==> config.mk <==
export PLATFORM = sky130hd
export DESIGN_NAME = iterative_divider
export DESIGN_NICKNAME = d
export VERILOG_FILES = /design/src/rtl/iterative_divider_pkg.sv /design/src/rtl/iterative_divider_div_step.sv /design/src/rtl/iterative_divider.sv
export SDC_FILE = /design/constraint.sdc
export NUM_CORES = 1
export LEC_CHECK = 0
export CORE_ASPECT_RATIO = 0.8
export CORE_MARGIN = 2
export CORE_UTILIZATION = 30
export DETAILED_ROUTE_END_ITERATION = 7
export GPL_TIMING_DRIVEN = 0
export PLACE_DENSITY_LB_ADDON = 0.08
export SETUP_SLACK_MARGIN = 0.5
export SLEW_MARGIN = 20
export SYNTH_ARGS = -nofsm -noshare
export SYNTH_HDL_FRONTEND = slang
export SYNTH_SLANG_ARGS = --single-unit
==> constraint.sdc <==
create_clock -name clk -period 7 [get_ports clk]
set_clock_uncertainty 0.15 [all_clocks]
set_input_delay 0.7 -clock clk [delete_from_list [all_inputs] [get_ports clk]]
set_output_delay 0.7 -clock clk [all_outputs]
set_load 0.02 [all_outputs]
==> src/rtl/iterative_divider_pkg.sv <==
// Shared constants and FSM encoding for the iterative restoring divider.
// The step width, the iteration count and the result for a zero divisor are defined here.
package iterative_divider_pkg;

   localparam int WIDTH      = 16;
   localparam int ITERATIONS = 16;
   localparam int CNT_W      = $clog2(ITERATIONS);

   localparam logic [WIDTH-1:0] DIV0_QUOTIENT = 16'hFFFF;

   typedef enum logic [1:0] {
      IDLE,
      DIVIDE,
      DONE
   } state_t;

endpackage

==> src/rtl/iterative_divider_div_step.sv <==
// One combinational restoring-division step: shift in the next dividend bit,
// then subtract the divisor if it fits.
module div_step
   import iterative_divider_pkg::*;
#(
   parameter int W = WIDTH
) (
   input  logic [W-1:0] rem_in,
   input  logic         bit_in,
   input  logic [W-1:0] divisor,
   output logic [W-1:0] rem_out,
   output logic         q_bit
);

   logic [W:0] shifted;
   logic [W:0] diff;

   // rem_in < divisor holds, so |shifted - divisor| < 2^W and diff[W] is the sign.
   always_comb begin
      shifted = {rem_in, bit_in};
      diff    = shifted - {1'b0, divisor};
      q_bit   = ~diff[W];
      rem_out = q_bit ? diff[W-1:0] : shifted[W-1:0];
   end

endmodule

==> src/rtl/iterative_divider.sv <==
// Unsigned 16-bit iterative restoring divider: one quotient bit per cycle,
// fixed 16-cycle latency, a zero divisor answers in a single cycle.
module iterative_divider
   import iterative_divider_pkg::*;
#(
   parameter int WIDTH = 16
) (
   input  logic             clk,
   input  logic             rst,
   input  logic             start,
   input  logic [WIDTH-1:0] dividend,
   input  logic [WIDTH-1:0] divisor,
   output logic             busy,
   output logic             done,
   output logic [WIDTH-1:0] quotient,
   output logic [WIDTH-1:0] remainder,
   output logic             div_by_zero
);

   localparam logic [CNT_W-1:0] LAST_ITER = CNT_W'(ITERATIONS - 1);

   state_t           state_q, state_d;
   logic [CNT_W-1:0] cnt_q,   cnt_d;
   logic [WIDTH-1:0] rem_q,   rem_d;
   logic [WIDTH-1:0] quo_q,   quo_d;
   logic [WIDTH-1:0] div_q,   div_d;
   logic             dz_q,    dz_d;

   logic [WIDTH-1:0] step_rem;
   logic             step_bit;

   // quo_q doubles as the dividend shift register: its MSB feeds each step.
   div_step #(.W(WIDTH)) u_step (
      .rem_in  (rem_q),
      .bit_in  (quo_q[WIDTH-1]),
      .divisor (div_q),
      .rem_out (step_rem),
      .q_bit   (step_bit)
   );

   always_ff @(posedge clk or posedge rst) begin
      if (rst) begin
         state_q <= IDLE;
         cnt_q   <= '0;
         rem_q   <= '0;
         quo_q   <= '0;
         div_q   <= '0;
         dz_q    <= 1'b0;
      end else begin
         state_q <= state_d;
         cnt_q   <= cnt_d;
         rem_q   <= rem_d;
         quo_q   <= quo_d;
         div_q   <= div_d;
         dz_q    <= dz_d;
      end
   end

   always_comb begin
      state_d = state_q;
      cnt_d   = cnt_q;
      rem_d   = rem_q;
      quo_d   = quo_q;
      div_d   = div_q;
      dz_d    = dz_q;

      case (state_q)
         IDLE: begin
            if (start) begin
               if (divisor == '0) begin
                  quo_d   = DIV0_QUOTIENT;
                  rem_d   = dividend;
                  dz_d    = 1'b1;
                  state_d = DONE;
               end else begin
                  quo_d   = dividend;
                  div_d   = divisor;
                  rem_d   = '0;
                  cnt_d   = '0;
                  dz_d    = 1'b0;
                  state_d = DIVIDE;
               end
            end
         end
         DIVIDE: begin
            rem_d = step_rem;
            quo_d = {quo_q[WIDTH-2:0], step_bit};
            cnt_d = cnt_q + 1'b1;
            if (cnt_q == LAST_ITER) begin
               state_d = DONE;
            end
         end
         DONE: begin
            state_d = IDLE;
         end
         default: begin
            state_d = IDLE;
         end
      endcase
   end

   assign busy        = (state_q == DIVIDE);
   assign done        = (state_q == DONE);
   assign quotient    = quo_q;
   assign remainder   = rem_q;
   assign div_by_zero = dz_q;

endmodule
==> results of run 1 <==
-- per-layer routing --
metal,part of all wire,global-route usage,up-vias
met4,0.010,0.0345,0
li1,-,-,1481
met2,0.43,0.248,65
met5,0,0,-
met3,0.039,0.0315,9
met1,0.52,0.259,1437
-- per-stage QoR --
step / instance area [sq um] / total power, mW
final: 4390 / 2.72
after CTS: 4390 / 2.74
after global routing: 4390 / 2.98
after global placement: 4180 / 2.39
after detailed placement: 4200 / 2.41
after floorplan: 3310 / 1.87
-- worst max-delay path: stages --
cell and delay, ps:
clkdlybuf4s50_1 420, nor4_1 650, nand4_1 320, nor2_1 560
clkbuf_1 480, a22oi_1 130, o21ai_0 110
-- synth_stat cells, types with 10 or more instances --
library cell,number
clkbuf_1,15
nor2_1,27
nand2_1,47
a21oi_1,15
ha_1,17
o31ai_1,17
xor2_1,10
nor3_1,15
mux2i_1,11
o21ai_0,29
a22oi_1,13
dfrtp_1,55
inv_1,22
-- registers in the layout, indices dropped and copies added (netlist names) --
register / cells
div_q: 16
quotient: 16
remainder: 16
cnt_q: 4
state_q: 2
div_by_zero: 1
-- kinds of logic after synthesis --
| logic type | after synthesis |
|---|---|
| simple gates | 115 |
| compound gates | 112 |
| flops | 55 |
| buf+inv | 42 |
| fa+ha+maj | 18 |
| xor+xnor | 16 |
| mux | 14 |
-- worst max path at each step --
stage,from,slack (ps),depth (start not counted),to
floorplan,remainder[0]$_DFFE_PP0P_,4350,10,remainder[0]$_DFFE_PP0P_
global placement,divisor[11],3500,7,remainder[9]$_DFFE_PP0P_
detailed placement,divisor[11],3500,7,remainder[10]$_DFFE_PP0P_
CTS,state_q[1]$_DFFE_PP0P_,3780,5,busy
global route,divisor[11],3460,7,remainder[10]$_DFFE_PP0P_
finish,divisor[11],3690,7,remainder[10]$_DFFE_PP0P_
-- power breakdown --
group | switching, mW | total, mW | internal (mW)
logic | 0.978 | 1.78 | 0.800
registers | 0.129 | 0.618 | 0.488
clock network | 0.123 | 0.328 | 0.206
total | 1.23 | 2.72 | 1.49
-- final cells by class --
| class | instances | area, sq um | share of cell area |
|---|---|---|---|
| multi-input cells | 275 | 1760 | 0.400 |
| plain buffers | 20 | 95.1 | 0.0216 |
| flip-flops and latches | 55 | 1380 | 0.313 |
| well taps | 144 | 180 | 0.0410 |
| repair buffers | 70 | 711 | 0.162 |
| inverters | 22 | 85.1 | 0.0194 |
| clock buffers | 6 | 129 | 0.0293 |
| clock inverters | 2 | 60.1 | 0.0137 |
==> results.json, run 1 <==
{
  "whs_ps": 361,
  "synth_edf_count": 0,
  "pin_count": 70,
  "synth_xor_area_frac": 0.0423,
  "final_cell_mix": "clkdlybuf4s50_1, dfrtp_1, nand2_1, o21ai_0, nor2_1",
  "grt_max_degree": 32,
  "crit_required_ps": 7070,
  "wl_per_cell_um": 16.4,
  "place_hpwl_um": 7750,
  "cts_setup_buffers": 0,
  "yosys.area_share.simple": 0.156,
  "outcome": "finished clean",
  "grt_pass1_vias": 2938,
  "hold_start": "cnt_q[0]$_DFFE_PP0P_",
  "portBuffers": 69,
  "dpl_worst_slack_ps": 3500,
  "cts_resized": 0,
  "fin_crit_sh": 0.473,
  "synthArstFlopShare": 1.00,
  "fp.dieH_um": 98.0,
  "maxSlewViolCount": 0,
  "grt_remaining_overflow": 0,
  "hold_viol": 0,
  "first_pass_iters": 4,
  "nFillCells": 1111,
  "clk_latency_ps": 300,
  "r2r_end": "remainder[6]$_DFFE_PP0P_",
  "reg2reg_depth": 12,
  "setup_violations": 0,
  "yosysTopAreaCellShare": 0.416,
  "crit_type": "primary input to register",
  "core_area_sq_um": 10800,
  "cts_tree": "yes",
  "final_common_cell": "clkdlybuf4s50_1",
  "final_antenna_net_count": 0,
  "utilization": 0.407,
  "min_path_type": "register to register",
  "num_rows": 34,
  "grt_pass1_wl_um": 15800,
  "drc": 0,
  "synth.area.mux_share": 0.0435,
  "via_per_inst": 5.04,
  "antenna_found_initial": 0,
  "setup_slack_ps": 3690,
  "fmax_ghz": 0.302,
  "cts_buffer_depth": 2,
  "drt_iter0_markers": 131,
  "worstPathArrival_ps": 3380,
  "r2r_slack_ps": 3960,
  "worst_pin_slew_ps": 709,
  "r2r_start": "quotient[15]$_DFFE_PP0P_",
  "stdcell_count": 594,
  "synth_flop_cell": "dfrtp_1",
  "irDropWorstVdd_v": 0.000217,
  "initial_core_util": 0.306,
  "tns_ps": 0,
  "synth_top_family_by_area": "compound AO/OA/AOI/OAI gates",
  "clock-root-buffer": "clkbuf_16",
  "worstPathMaxFanout": 10,
  "layout_min_cycle_time_ps": 3310,
  "place_inst": 586,
  "htreeDepth": 2,
  "fin_nets": 502,
  "ys_top_cells_by_area": "dfrtp_1, ha_1, nand2_1, o21ai_0, o31ai_1",
  "syn_area_per_cell_sq_um": 8.90,
  "holdPathStages": 1,
  "synthCells": 372,
  "dieArea_sq_um": 11900,
  "drv_cap": 0,
  "power_density_nw_per_um2": 620,
  "route.vias.total": 2992,
  "synth_top_cell_by_area": "dfrtp_1",
  "cp-end-kind": "register",
  "clk_pin_slew_ps": 70,
  "gp_congestion": 0.820,
  "worst_setup_path_start_kind": "primary input",
  "hold_buffers": 0,
  "die_w_um": 121,
  "slew_headroom": 0.523,
  "power_leakage_nw": 1.85,
  "synth_fp_nets": 425,
  "drive_above_1_share": 0.0444,
  "cts_sinks": 55,
  "netlist_area_sq_um": 3310,
  "ys_ff_latch": 55,
  "min_to": "cnt_q[0]$_DFFE_PP0P_",
  "yosys_warnings": 0,
  "synth_fa_ha_area_frac": 0.0703,
  "rsz0062_at_grt": "no",
  "totalWireLength_um": 9720,
  "synth_cell_types": 44,
  "synth_compound_area_frac": 0.218,
  "synthToLayoutAreaGrowth_pct": 32.7,
  "cts_buffers": 5,
  "grt_usage": 0.169,
  "ys_seq_area_frac": 0.416,
  "n_antenna_cell": 0
}
Power figures use the tool's default switching activity.
==> inputs of run 2 (changes only) <==
==> constraint.sdc (replaced) <==
create_clock -name clk -period 3.3 [get_ports clk]
set_clock_uncertainty 0.15 [all_clocks]
set_input_delay 0.33 -clock clk [delete_from_list [all_inputs] [get_ports clk]]
set_output_delay 0.33 -clock clk [all_outputs]
set_load 0.02 [all_outputs]
==> run 2 against run 1 <==
Critical path depth up 3. First-iteration DRC count rose by 33%. Register-to-register slack lost 3400 ps. Critical endpoint is now remainder[13]$_DFFE_PP0P_.
==> results.json, run 2 (synthesis gave the netlist of run 1 again) <==
{
  "pin_count": 70,
  "synthToLayoutAreaGrowth_pct": 37.5,
  "slew_headroom": 0.597,
  "setup_violations": 0,
  "cp_top_family": "simple AND/OR/NAND/NOR gates",
  "place_hpwl_um": 7750,
  "cts_buffer_depth": 2,
  "cp-end-kind": "register",
  "min_path_type": "primary input to async pin",
  "gp_congestion": 0.820,
  "drive_above_1_share": 0.0873,
  "clk_latency_ps": 300,
  "fin_nets": 510,
  "wl_per_cell_um": 16.4,
  "fp.dieH_um": 98.0,
  "worst_pin_slew_ps": 605,
  "num_rows": 34,
  "via_per_inst": 5.08,
  "tns_ps": 0,
  "fin_crit_sh": 0.823,
  "final_common_cell": "clkdlybuf4s50_1",
  "clk_pin_slew_ps": 70,
  "grt_usage": 0.171,
  "die_w_um": 121,
  "route.vias.total": 3056,
  "finalPower_mw": 6.34,
  "fmax_ghz": 0.368,
  "cts_sinks": 55,
  "portBuffers": 69,
  "grt_pass1_wl_um": 16000,
  "final_antenna_net_count": 0,
  "initial_core_util": 0.306,
  "core_area_sq_um": 10800,
  "worst_setup_path_start_kind": "register",
  "grt_max_degree": 32,
  "irDropWorstVdd_v": 0.000493,
  "worst_path_largest_cell_delay_ps": 560,
  "crit_required_ps": 3370,
  "worstPathArrival_ps": 2790,
  "grt_pass1_vias": 2979,
  "drc": 0,
  "htreeDepth": 2,
  "worstPathMaxFanout": 3,
  "drv_cap": 0,
  "power_density_nw_per_um2": 1390,
  "cp_slowest_cell": "or4_1",
  "clock-root-buffer": "clkbuf_16",
  "cts_tree": "yes",
  "final_cell_mix": "clkdlybuf4s50_1, dfrtp_1, nand2_1, nor2_1, o21ai_0",
  "rsz0062_at_grt": "yes",
  "first_pass_iters": 5,
  "n_antenna_cell": 0,
  "outcome": "finished clean",
  "utilization": 0.421,
  "grt_remaining_overflow": 0,
  "drt_iter0_markers": 174,
  "critPathBufInv": 1,
  "hold_buffers": 0,
  "cts_buffers": 5,
  "totalWireLength_um": 9880,
  "power_leakage_nw": 1.92,
  "postLayoutCellArea_sq_um": 4550,
  "placed_cell_area_sq_um": 4200,
  "r2r_slack_ps": 590,
  "crit_chain": "inv_2 -> ha_4 -> fa_2 -> nand2b_4 -> a21oi_4 -> o2111ai_2 -> a21oi_2 -> xnor2_2 -> or4_1 -> o21ai_1",
  "layout_min_cycle_time_ps": 2710,
  "crit_type": "register to register",
  "nFillCells": 1097,
  "antenna_found_initial": 0,
  "maxSlewViolCount": 0,
  "dieArea_sq_um": 11900,
  "hold_viol": 0
}
## run 2: cell types whose count changed in the layout (fill, tap and decap cells not counted), moves of 2 or more
cell | previous run | this run
mux2i_2 | 0 | 2
buf_4 | 2 | 6
o21ai_2 | 0 | 2
buf_6 | 0 | 3
mux2i_1 | 11 | 9
o21ai_0 | 29 | 26
## run 2: final timing paths
check	from	end	cells after the start
max reg2reg	quotient[15]$_DFFE_PP0P_	remainder[13]$_DFFE_PP0P_	10
max	quotient[15]$_DFFE_PP0P_	remainder[13]$_DFFE_PP0P_	10
max in group asynchronous	rst	remainder[11]$_DFFE_PP0P_	3
min reg2reg	cnt_q[0]$_DFFE_PP0P_	cnt_q[0]$_DFFE_PP0P_	1
min	rst	quotient[0]$_DFFE_PP0P_	2
min in group clk	cnt_q[0]$_DFFE_PP0P_	cnt_q[0]$_DFFE_PP0P_	1
## run 2: routing by layer
| layer | up-vias | global-route usage | wire length, um |
|---|---|---|---|
| met5 | - | 0 | 0 |
| met4 | 0 | 0.0345 | 101 |
| met3 | 9 | 0.0310 | 503 |
| met2 | 78 | 0.253 | 4300 |
| met1 | 1470 | 0.261 | 4980 |
| li1 | 1499 | - | - |
## run 2: worst reg2reg max path, cell delays in order, from the launching register on
cell and delay (ps):
dfrtp_1 410, inv_2 70, ha_4 160, fa_2 340, nand2b_4 170, a21oi_4 150
o2111ai_2 170, a21oi_2 210, xnor2_2 120, or4_1 560, o21ai_1 130
## run 2: area by class of cell
type / instances / area (sq um) / share of cell area
Timing Repair Buffer: 78 / 796 / 0.175
Buffer: 20 / 105 / 0.0231
Multi-Input combinational cell: 275 / 1820 / 0.400
Tap cell: 144 / 180 / 0.0396
Clock inverter: 2 / 60.1 / 0.0132
Sequential cell: 55 / 1380 / 0.302
Inverter: 22 / 85.1 / 0.0187
Clock buffer: 6 / 129 / 0.0283
## run 2: per-stage QoR
stage	setup slack, ps	instances	hold slack (ps)
after floorplan	647	372	297
after global placement	168	585	343
after detailed placement	172	586	345
after CTS	497	598	222
after global routing	467	602	238
final	586	602	205
## run 2: timing repair
action	CTS	global route
pin swaps	2	4
endpoints found under the setup margin	18	17
resized for setup	5	20
cloned	0	2
setup buffers	4	2
## run 2: power breakdown
group          internal, mW  total (mW)  leakage, nW  switching, mW
registers              1.04        1.31        0.668          0.279
clock network         0.436       0.694       0.0911          0.258
logic                  2.09        4.33         1.16           2.24
==> inputs of run 3 (changes only) <==
==> constraint.sdc (replaced) <==
create_clock -name clk -period 2.3 [get_ports clk]
set_clock_uncertainty 0.15 [all_clocks]
set_input_delay 0.23 -clock clk [delete_from_list [all_inputs] [get_ports clk]]
set_output_delay 0.23 -clock clk [all_outputs]
set_load 0.02 [all_outputs]
==> run 3 against run 2 <==
The flow now finishes with violations (negative setup slack). Fmax grew 1.1%. Combinational power increased by 55%. Die area stayed put. Global-route usage rose by 0.25 points. Via count increased by 2.5%. Non-clock buffer count up 8. Sequential share of layout area shrank 1.7 points. Critical path type unchanged. Largest cell class unchanged. Highest routed layer unchanged.
==> results.json, run 3 (synthesis gave the netlist of run 1 again) <==
{
  "place_inst": 586,
  "maxSlewViolCount": 0,
  "final_common_cell": "dfrtp_1",
  "n_antenna_cell": 0,
  "met2_length_um": 4480,
  "cp-end-kind": "register",
  "slew_headroom": 0.641,
  "cts_sinks": 55,
  "wl_met3_um": 524,
  "num_rows": 34,
  "portBuffers": 69,
  "gp_congestion": 0.790,
  "grt_usage": 0.174,
  "initial_core_util": 0.306,
  "core_area_sq_um": 10800,
  "drt_iter0_markers": 185,
  "drv_cap": 0,
  "final_cell_mix": "dfrtp_1, nand2_1, clkdlybuf4s50_1, nor2_1, inv_1",
  "clk_latency_ps": 300,
  "fmax_ghz": 0.372,
  "hold_viol": 0,
  "layout_min_cycle_time_ps": 2680,
  "clk_pin_slew_ps": 70,
  "worst_pin_slew_ps": 538,
  "worstPathMaxFanout": 8,
  "die_w_um": 121,
  "crit_type": "register to register",
  "grt_pass1_vias": 2984,
  "fp.dieH_um": 98.0,
  "nFillCells": 1076,
  "route.vias.total": 3132,
  "first_pass_iters": 4,
  "grt_pass1_wl_um": 16100,
  "final_antenna_net_count": 0,
  "power_leakage_nw": 2.21,
  "worstPathArrival_ps": 2710,
  "irDropWorstVdd_v": 0.000809,
  "wl_per_cell_um": 16.7,
  "drive_above_1_share": 0.178,
  "cts_buffer_depth": 2,
  "finalPower_mw": 9.41,
  "min_path_type": "primary input to async pin",
  "grt_remaining_overflow": 0,
  "crit_required_ps": 2330,
  "power_density_nw_per_um2": 1950,
  "setup_violations": 17,
  "fin_crit_sh": 1.17,
  "violations": "negative setup slack",
  "outcome": "complete, but fails checks",
  "cts_tree": "yes",
  "maxUsedRoutingLayer": "met4",
  "place_hpwl_um": 7750,
  "via_per_inst": 5.13,
  "dieArea_sq_um": 11900,
  "postLayoutCellArea_sq_um": 4830,
  "rsz0062_at_grt": "yes",
  "wl_met1_um": 5060,
  "cts_buffers": 5,
  "pin_count": 70,
  "setup_slack_ps": -385,
  "worst_setup_path_start_kind": "register",
  "totalWireLength_um": 10200,
  "utilization": 0.447,
  "grt_max_degree": 40,
  "clock-root-buffer": "clkbuf_16",
  "placed_cell_area_sq_um": 4260,
  "htreeDepth": 2,
  "stdcell_count": 610,
  "drc": 0,
  "fin_nets": 518,
  "synthToLayoutAreaGrowth_pct": 45.8,
  "antenna_found_initial": 0
}
-- run 3: changes by cell type in the layout (fill, tap and decap cells not counted), moves of 4 or more --
| cell | before | now |
|---|---|---|
| ha_1 | 16 | 12 |
| buf_6 | 3 | 8 |
| buf_4 | 6 | 14 |
| dlygate4sd2_1 | 0 | 8 |
| clkdlybuf4s50_1 | 69 | 42 |
| clkbuf_1 | 15 | 3 |
| o21ai_1 | 9 | 18 |
| a21oi_1 | 15 | 11 |
| o21ai_0 | 26 | 16 |
| clkbuf_2 | 1 | 8 |
| dlymetal6s2s_1 | 0 | 18 |
-- run 3: final timing paths --
path                                     startpoint                       end  slack (ps)  cells after the start
hold reg to reg            quotient[10]$_DFFE_PP0P_  quotient[10]$_DFFE_PP0P_         360                      2
setup reg to reg           quotient[15]$_DFFE_PP0P_  remainder[8]$_DFFE_PP0P_        -380                     12
setup / recovery           quotient[15]$_DFFE_PP0P_  remainder[8]$_DFFE_PP0P_        -380                     12
max in group asynchronous                       rst  remainder[9]$_DFFE_PP0P_        1450                      3
hold / removal                                  rst   quotient[1]$_DFFE_PP0P_          60                      2
min in group clk                         divisor[6]      div_q[6]$_DFFE_PP0P_          60                      3
-- run 3: metal layers --
layer,global-route usage,vias to the layer above
li1,-,1525
met1,0.262,1525
met2,0.252,73
met3,0.0362,9
met4,0.0407,0
met5,0,-
-- run 3: layout make-up --
class / count / area, sq um / share of cell area
tap: 144 / 180 / 0.0373
inverter: 22 / 85.1 / 0.0176
clock inverter: 1 / 5.00 / 0.00104
timing repair buffer: 86 / 888 / 0.184
sequential: 55 / 1380 / 0.285
buffer: 20 / 159 / 0.0329
multi-input combinational: 275 / 2000 / 0.414
clock buffer: 7 / 133 / 0.0275
-- run 3: metrics by stage --
| step | TNS [ps] | setup WS [ps] | hold slack (ps) |
|---|---|---|---|
| floorplan | -1940 | -201 | 197 |
| global placement | -56920 | -816 | 337 |
| detailed placement | -21960 | -722 | 351 |
| CTS | -5860 | -405 | 67.0 |
| global route | -6980 | -466 | 73.9 |
| finish | -5760 | -385 | 56.4 |
-- run 3: critical path, stage by stage, from the launching register on --
cell and delay [ps]:
dfrtp_1 410, inv_2 70, ha_4 160, fa_2 340, nand2b_4 170, a21oi_4 180
o2111ai_4 140, a21oi_2 160, xnor2_1 160, buf_6 200, buf_4 130, mux2i_2 230
o21ai_1 80
-- run 3: repair_timing --
action / 4_1_cts / 5_1_grt
resized for setup: 60 / 53
setup endpoints to repair: 59 / 58
buffers inserted: 10 / 6
hold buffers: 0 / 0
pin swaps: 12 / 7
-- run 3: where the power goes --
group | total (mW) | switching [mW] | internal (mW)
registers | 1.92 | 0.432 | 1.49
logic | 6.72 | 3.42 | 3.31
clock network | 0.772 | 0.367 | 0.405
total | 9.41 | 4.21 | 5.20
==> variant 1, RTL diff (settings of run 3) <==
`ITERATIONS`: 16 -> 8.
--- a/src/rtl/iterative_divider_pkg.sv
+++ b/src/rtl/iterative_divider_pkg.sv
@@ -4,5 +4,5 @@
 
    localparam int WIDTH      = 16;
-   localparam int ITERATIONS = 16;
+   localparam int ITERATIONS = 8;
    localparam int CNT_W      = $clog2(ITERATIONS);
 
Function: changed (a bounded check fails within 10 cycles, from zero or initial values and one cycle with rst high).
==> variant 1 against run 3 <==
  * The run still ends with setup timing left
  * Synthesized area increased by 1.2%
  * Power decreased by 2.5%
  * Final area increased by 7.3%
  * Routed wire length increased by 6.1%
  * Via count decreased by 0.89%
  * Die area increased by 1.2%
  * Sequential cell count decreased by 1
  * Setup slack got worse by 34 ps
  * Sequential power decreased by 3%
  * Largest cell class unchanged
==> variant 1: results (changes against run 3) <==
{| class="wikitable"
! Metric !! Value
|-
| Largest fanout of any net on the critical path || 5 (was 8)
|-
| Final-layout fill cell count || 1070 (was 1076)
|-
| TNS Setup || -5844 ps (was -5756 ps)
|-
| Placed Cells || 565 (was 586)
|-
| Largest net degree at the start of global routing || 36 (was 40)
|-
| Status || finished with violations (unchanged)
|-
| Endpoints failing setup || 17 (unchanged)
|-
| Area contributors post-synth || dfrtp_1 40%, ha_1 6.7%, mux2_2 5.7%, o31ai_1 3.8%, nand2_1 3.4% (was dfrtp_1 42%, ha_1 6.4%, nand2_1 5.3%, o21ai_0 4.4%, o31ai_1 3.9%)
|-
| Post-DP HPWL || 7.617 mm (was 7.753 mm)
|-
| Share of post-route cells with drive strength above 1 || 0.2762 (was 0.1781)
|-
| Worst reg-to-reg path cell count || 11 (was 12)
|-
| Mean number of vias per cell || 5.080 (was 5.134)
|-
| Number of distinct standard cells referenced by the synthesized netlist || 54 (was 44)
|-
| Post-layout worst setup margin || -418.3 ps (was -384.8 ps)
|-
| Initial detailed-routing violation count || 217 (was 185)
|-
| Sequential fraction of the synthesis area || 0.4031 (was 0.4157)
|-
| Failing checks || setup timing (unchanged)
|-
| Top cell types by occurrence after synthesis || 54 x dfrtp_1, 30 x nand2_1, 24 x nor2_1 (was 55 x dfrtp_1, 47 x nand2_1, 29 x o21ai_0)
|-
| Wire length of the first global-routing pass || 17.84 mm (was 16.06 mm)
|-
| Final Hold Slack || 72.84 ps (was 56.43 ps)
|-
| Worst path arrival time || 2750 ps (was 2710 ps)
|-
| Total Routing Usage GR || 0.1915 (was 0.1736)
|-
| Total cell area at the placement stage || 4294 sq um (was 4259 sq um)
|-
| Leakage || 2.388 nW (was 2.210 nW)
|-
| Minimum setup slack after placement || -671.2 ps (was -722.0 ps)
|-
| Reported sequential group power || 1.87 mW (was 1.92 mW)
|-
| Worst reg2reg startpoint || div_q[0] (was quotient[15])
|}
## variant 1: changes by cell type in the layout (fill, tap and decap cells not counted), sizes merged, moves of 4 or more
cell           delta
buf              +26
mux2             +17
nand3             +4
o21ai            -16
nand2            -16
clkdlybuf4s15     +4
dlymetal6s2s     -10
## variant 1: kinds of logic (layout without fill, tap and decap cells)
| kind of cell | count (synthesis) | in the layout | synth area share |
|---|---|---|---|
| flip-flops | 54 | 54 | 0.4031 |
| multiplexers | 30 | 30 | 0.09929 |
| buffers and inverters | 41 | 157 | 0.05599 |
| AO/OA/AOI/OAI | 96 | 96 | 0.1956 |
| AND/OR/NAND/NOR | 99 | 99 | 0.1415 |
| adder cells (fa/ha/maj) | 19 | 19 | 0.07316 |
| XOR/XNOR | 12 | 12 | 0.03135 |
## variant 1: layer usage
metal	up-vias	global-route usage
met4	0	0.03979
met2	76	0.2746
met5	-	0
met1	1513	0.2940
met3	11	0.04109
li1	1504	-
## variant 1: layout make-up
| type | count | area share |
|---|---|---|
| repair buffers | 108 | 0.2108 |
| well taps | 144 | 0.03477 |
| multi-input cells | 256 | 0.4055 |
| flip-flops and latches | 54 | 0.2613 |
| clock inverters | 2 | 0.003139 |
| plain buffers | 19 | 0.03985 |
| inverters | 22 | 0.01787 |
| clock buffers | 6 | 0.02681 |
## variant 1: worst reg2reg max path: cells and delay by family (launching register included)
kind                     cells  cell delay (ps)
AO/OA/AOI/OAI                4              920
adder cells (fa/ha/maj)      2              550
flip-flops                   1              410
buffers and inverters        2              290
AND/OR/NAND/NOR              3              290
## variant 1: repair_timing
action | in CTS | in global routing
hold buffers | 0 | 0
gates resized for setup | 99 | 48
setup buffers | 28 | 7
gates cloned | 3 | 0
pin swaps | 12 | 11
endpoints found under the setup margin | 56 | 61
==> variant 2, RTL diff (settings of run 3) <==
Without the edit above. Re-encode `state_t` (3 states) as one-hot, 3 bits wide.
--- a/src/rtl/iterative_divider_pkg.sv
+++ b/src/rtl/iterative_divider_pkg.sv
@@ -9,8 +9,8 @@
    localparam logic [WIDTH-1:0] DIV0_QUOTIENT = 16'hFFFF;
 
-   typedef enum logic [1:0] {
-      IDLE,
-      DIVIDE,
-      DONE
+   typedef enum logic [2:0] {
+      IDLE   = 3'b001,
+      DIVIDE = 3'b010,
+      DONE   = 3'b100
    } state_t;
 
Function: same outputs for any inputs over 10 cycles, from zero or initial values and one cycle with rst high; not proved beyond that.
==> variant 2 against run 3 <==
  * The flow still finishes with violations (setup timing)
  * Final area up 4.6%
  * Setup slack worse by 160 ps
  * Maximum frequency down 5.5%
  * Sequential cell count up 1
  * Sequential power down 8%
  * Synthesized area up 2.4%
  * Via count up 2.2%
  * Power down 19%
  * Final cell count up 2.6%
  * Routed wire length up 4.7%
  * Critical path type unchanged
==> variant 2: results (changes against run 3) <==
{| class="wikitable"
! Metric !! Value
|-
| Clk Tree Root Cell || clkbuf_16 (unchanged)
|-
| Number of distinct standard cells referenced by the synthesized netlist || 46 (was 44)
|-
| Post-DP HPWL || 7.841 mm (was 7.753 mm)
|-
| Leakage || 2.209 nW (was 2.210 nW)
|-
| Mean number of vias per cell || 5.113 (was 5.134)
|-
| Area contributors post-synth || dfrtp_1 41%, ha_1 6.3%, nand2_1 5.5%, o21ai_0 4.9%, mux2i_1 4.4% (was dfrtp_1 42%, ha_1 6.4%, nand2_1 5.3%, o21ai_0 4.4%, o31ai_1 3.9%)
|-
| Post-layout worst setup margin || -541.3 ps (was -384.8 ps)
|-
| Remaining max-slew budget at the tightest pin || 0.6630 (was 0.6413)
|-
| Longest individual stage delay on the worst path || 390 ps (was 410 ps)
|-
| Top cell types by occurrence after synthesis || 55 x dfrtp_1, 50 x nand2_1, 33 x o21ai_0 (was 55 x dfrtp_1, 47 x nand2_1, 29 x o21ai_0)
|-
| Wire length of the first global-routing pass || 16.77 mm (was 16.06 mm)
|-
| Mux cell area share after synthesis || 0.04762 (was 0.04346)
|-
| Final GP Congestion || 0.8385 (was 0.7895)
|-
| Routed wire length per instance || 17.05 microns (was 16.71 microns)
|-
| Total cell area at the placement stage || 4314 sq um (was 4259 sq um)
|-
| Post-Synth Adder-Cell Area || 0.06866 (was 0.07029)
|-
| Net switching fraction of the power || 0.4392 (was 0.4478)
|-
| Share of synthesized flip-flops with an asynchronous set or reset || 1.000 (unchanged)
|-
| Endpoints failing setup || 17 (unchanged)
|-
| Failing checks || setup timing (unchanged)
|-
| Area fraction of the dominant cell type after synthesis || 0.4061 (was 0.4157)
|-
| Sequential fraction of the synthesis area || 0.4138 (was 0.4157)
|-
| Worst ir drop on vdd || 0.5661 mV (was 0.8093 mV)
|-
| Worst Hold Class || in2reg (was in2async)
|-
| Total Routing Usage GR || 0.1788 (was 0.1736)
|-
| Clock transition at the registers of the reported paths || around 80 ps
|-
| Worst path arrival time || 2880 ps (was 2710 ps)
|-
| TNS Setup || -7640 ps (was -5756 ps)
|-
| Status || finished with violations (unchanged)
|-
| Initial detailed-routing violation count || 219 (was 185)
|-
| Largest net degree at the start of global routing || 32 (was 40)
|-
| Initial antenna violation count || 1 (was 0)
|-
| XOR/XNOR Fraction of Synth Area || 0.04430 (was 0.04233)
|-
| Net count after synthesis || 431 (was 425)
|-
| Share of post-route cells with drive strength above 1 || 0.2241 (was 0.1781)
|-
| Synthesized-area fraction occupied by ao, oa, aoi and oai cells || 0.2049 (was 0.2184)
|}
variant 2: path summary, 6_finish.rpt:
kind | to | slack (ps) | start | depth (start not counted)
setup / recovery | remainder[9] | -540 | quotient[15] | 11
setup reg to reg | remainder[9] | -540 | quotient[15] | 11
min in group asynchronous | quotient[10] | 100 | rst | 2
hold reg to reg | state_q[2] | 350 | state_q[2] | 1
hold / removal | div_q[11] | 20 | divisor[11] | 3
max in group asynchronous | div_q[15] | 1400 | rst | 3
variant 2: final cells by class:
cell class	instances	area, sq um
clock buffer	5	125.1
fill	1059	5884
buffer	19	225.2
clock inverter	3	23.77
multi-input combinational	279	1999
sequential	56	1404
timing repair buffer	96	993.5
inverter	24	97.59
tap	144	180.2
variant 2: worst reg2reg max path: stages (launching register included):
cell and delay, ps:
dfrtp_1 390, inv_2 70, ha_4 160, fa_2 330, nand2b_4 150, a21o_1 210, a31o_1 230, o21ai_4 190
xor2_4 220, bufbuf_16 300, mux2i_2 230, o21ai_1 90
variant 2: what timing repair did:
action / 4_1_cts / 5_1_grt
pin swaps: 12 / 13
hold buffers: 0 / 0
gates resized for setup: 71 / 98
cloned: 2 / 0
endpoints found under the setup margin: 60 / 63
setup buffers: 17 / 7
variant 2: metrics by stage:
step	hold slack (ps)	setup slack [ps]	instances	utilization
finish	24.53	-541.3	626	0.4618
global route	38.06	-644.4	626	0.4618
CTS	109.2	-479.8	619	0.4377
detailed placement	319.1	-754.9	592	0.3946
global placement	321.6	-905.9	591	0.3925
floorplan	185.4	-388.4	378	-
variant 2: cell families after synthesis:
group           count (synthesis)
compound gates                110
xor+xnor                       15
fa+ha+maj                      18
buf+inv                        43
flops                          56
mux                            16
simple gates                  120
variant 2: power by group through the flow:
stage,Sequential [mW],Clock [mW],Combinational [mW]
2_1_floorplan,1.98,0,2.65
4_1_cts,1.77,0.826,4.65
3_3_place_gp,1.78,0,4.17
5_1_grt,1.83,0.876,5.55
6_report,1.77,0.810,5.08
3_5_place_dp,1.79,0,4.18
variant 2: routing by layer:
metal	share of wire	track usage	vias to the layer above
met5	0.0012	0	-
met4	0.012	0.04951	2
met3	0.050	0.03009	14
met2	0.44	0.2575	72
met1	0.50	0.2724	1551
li1	-	-	1562
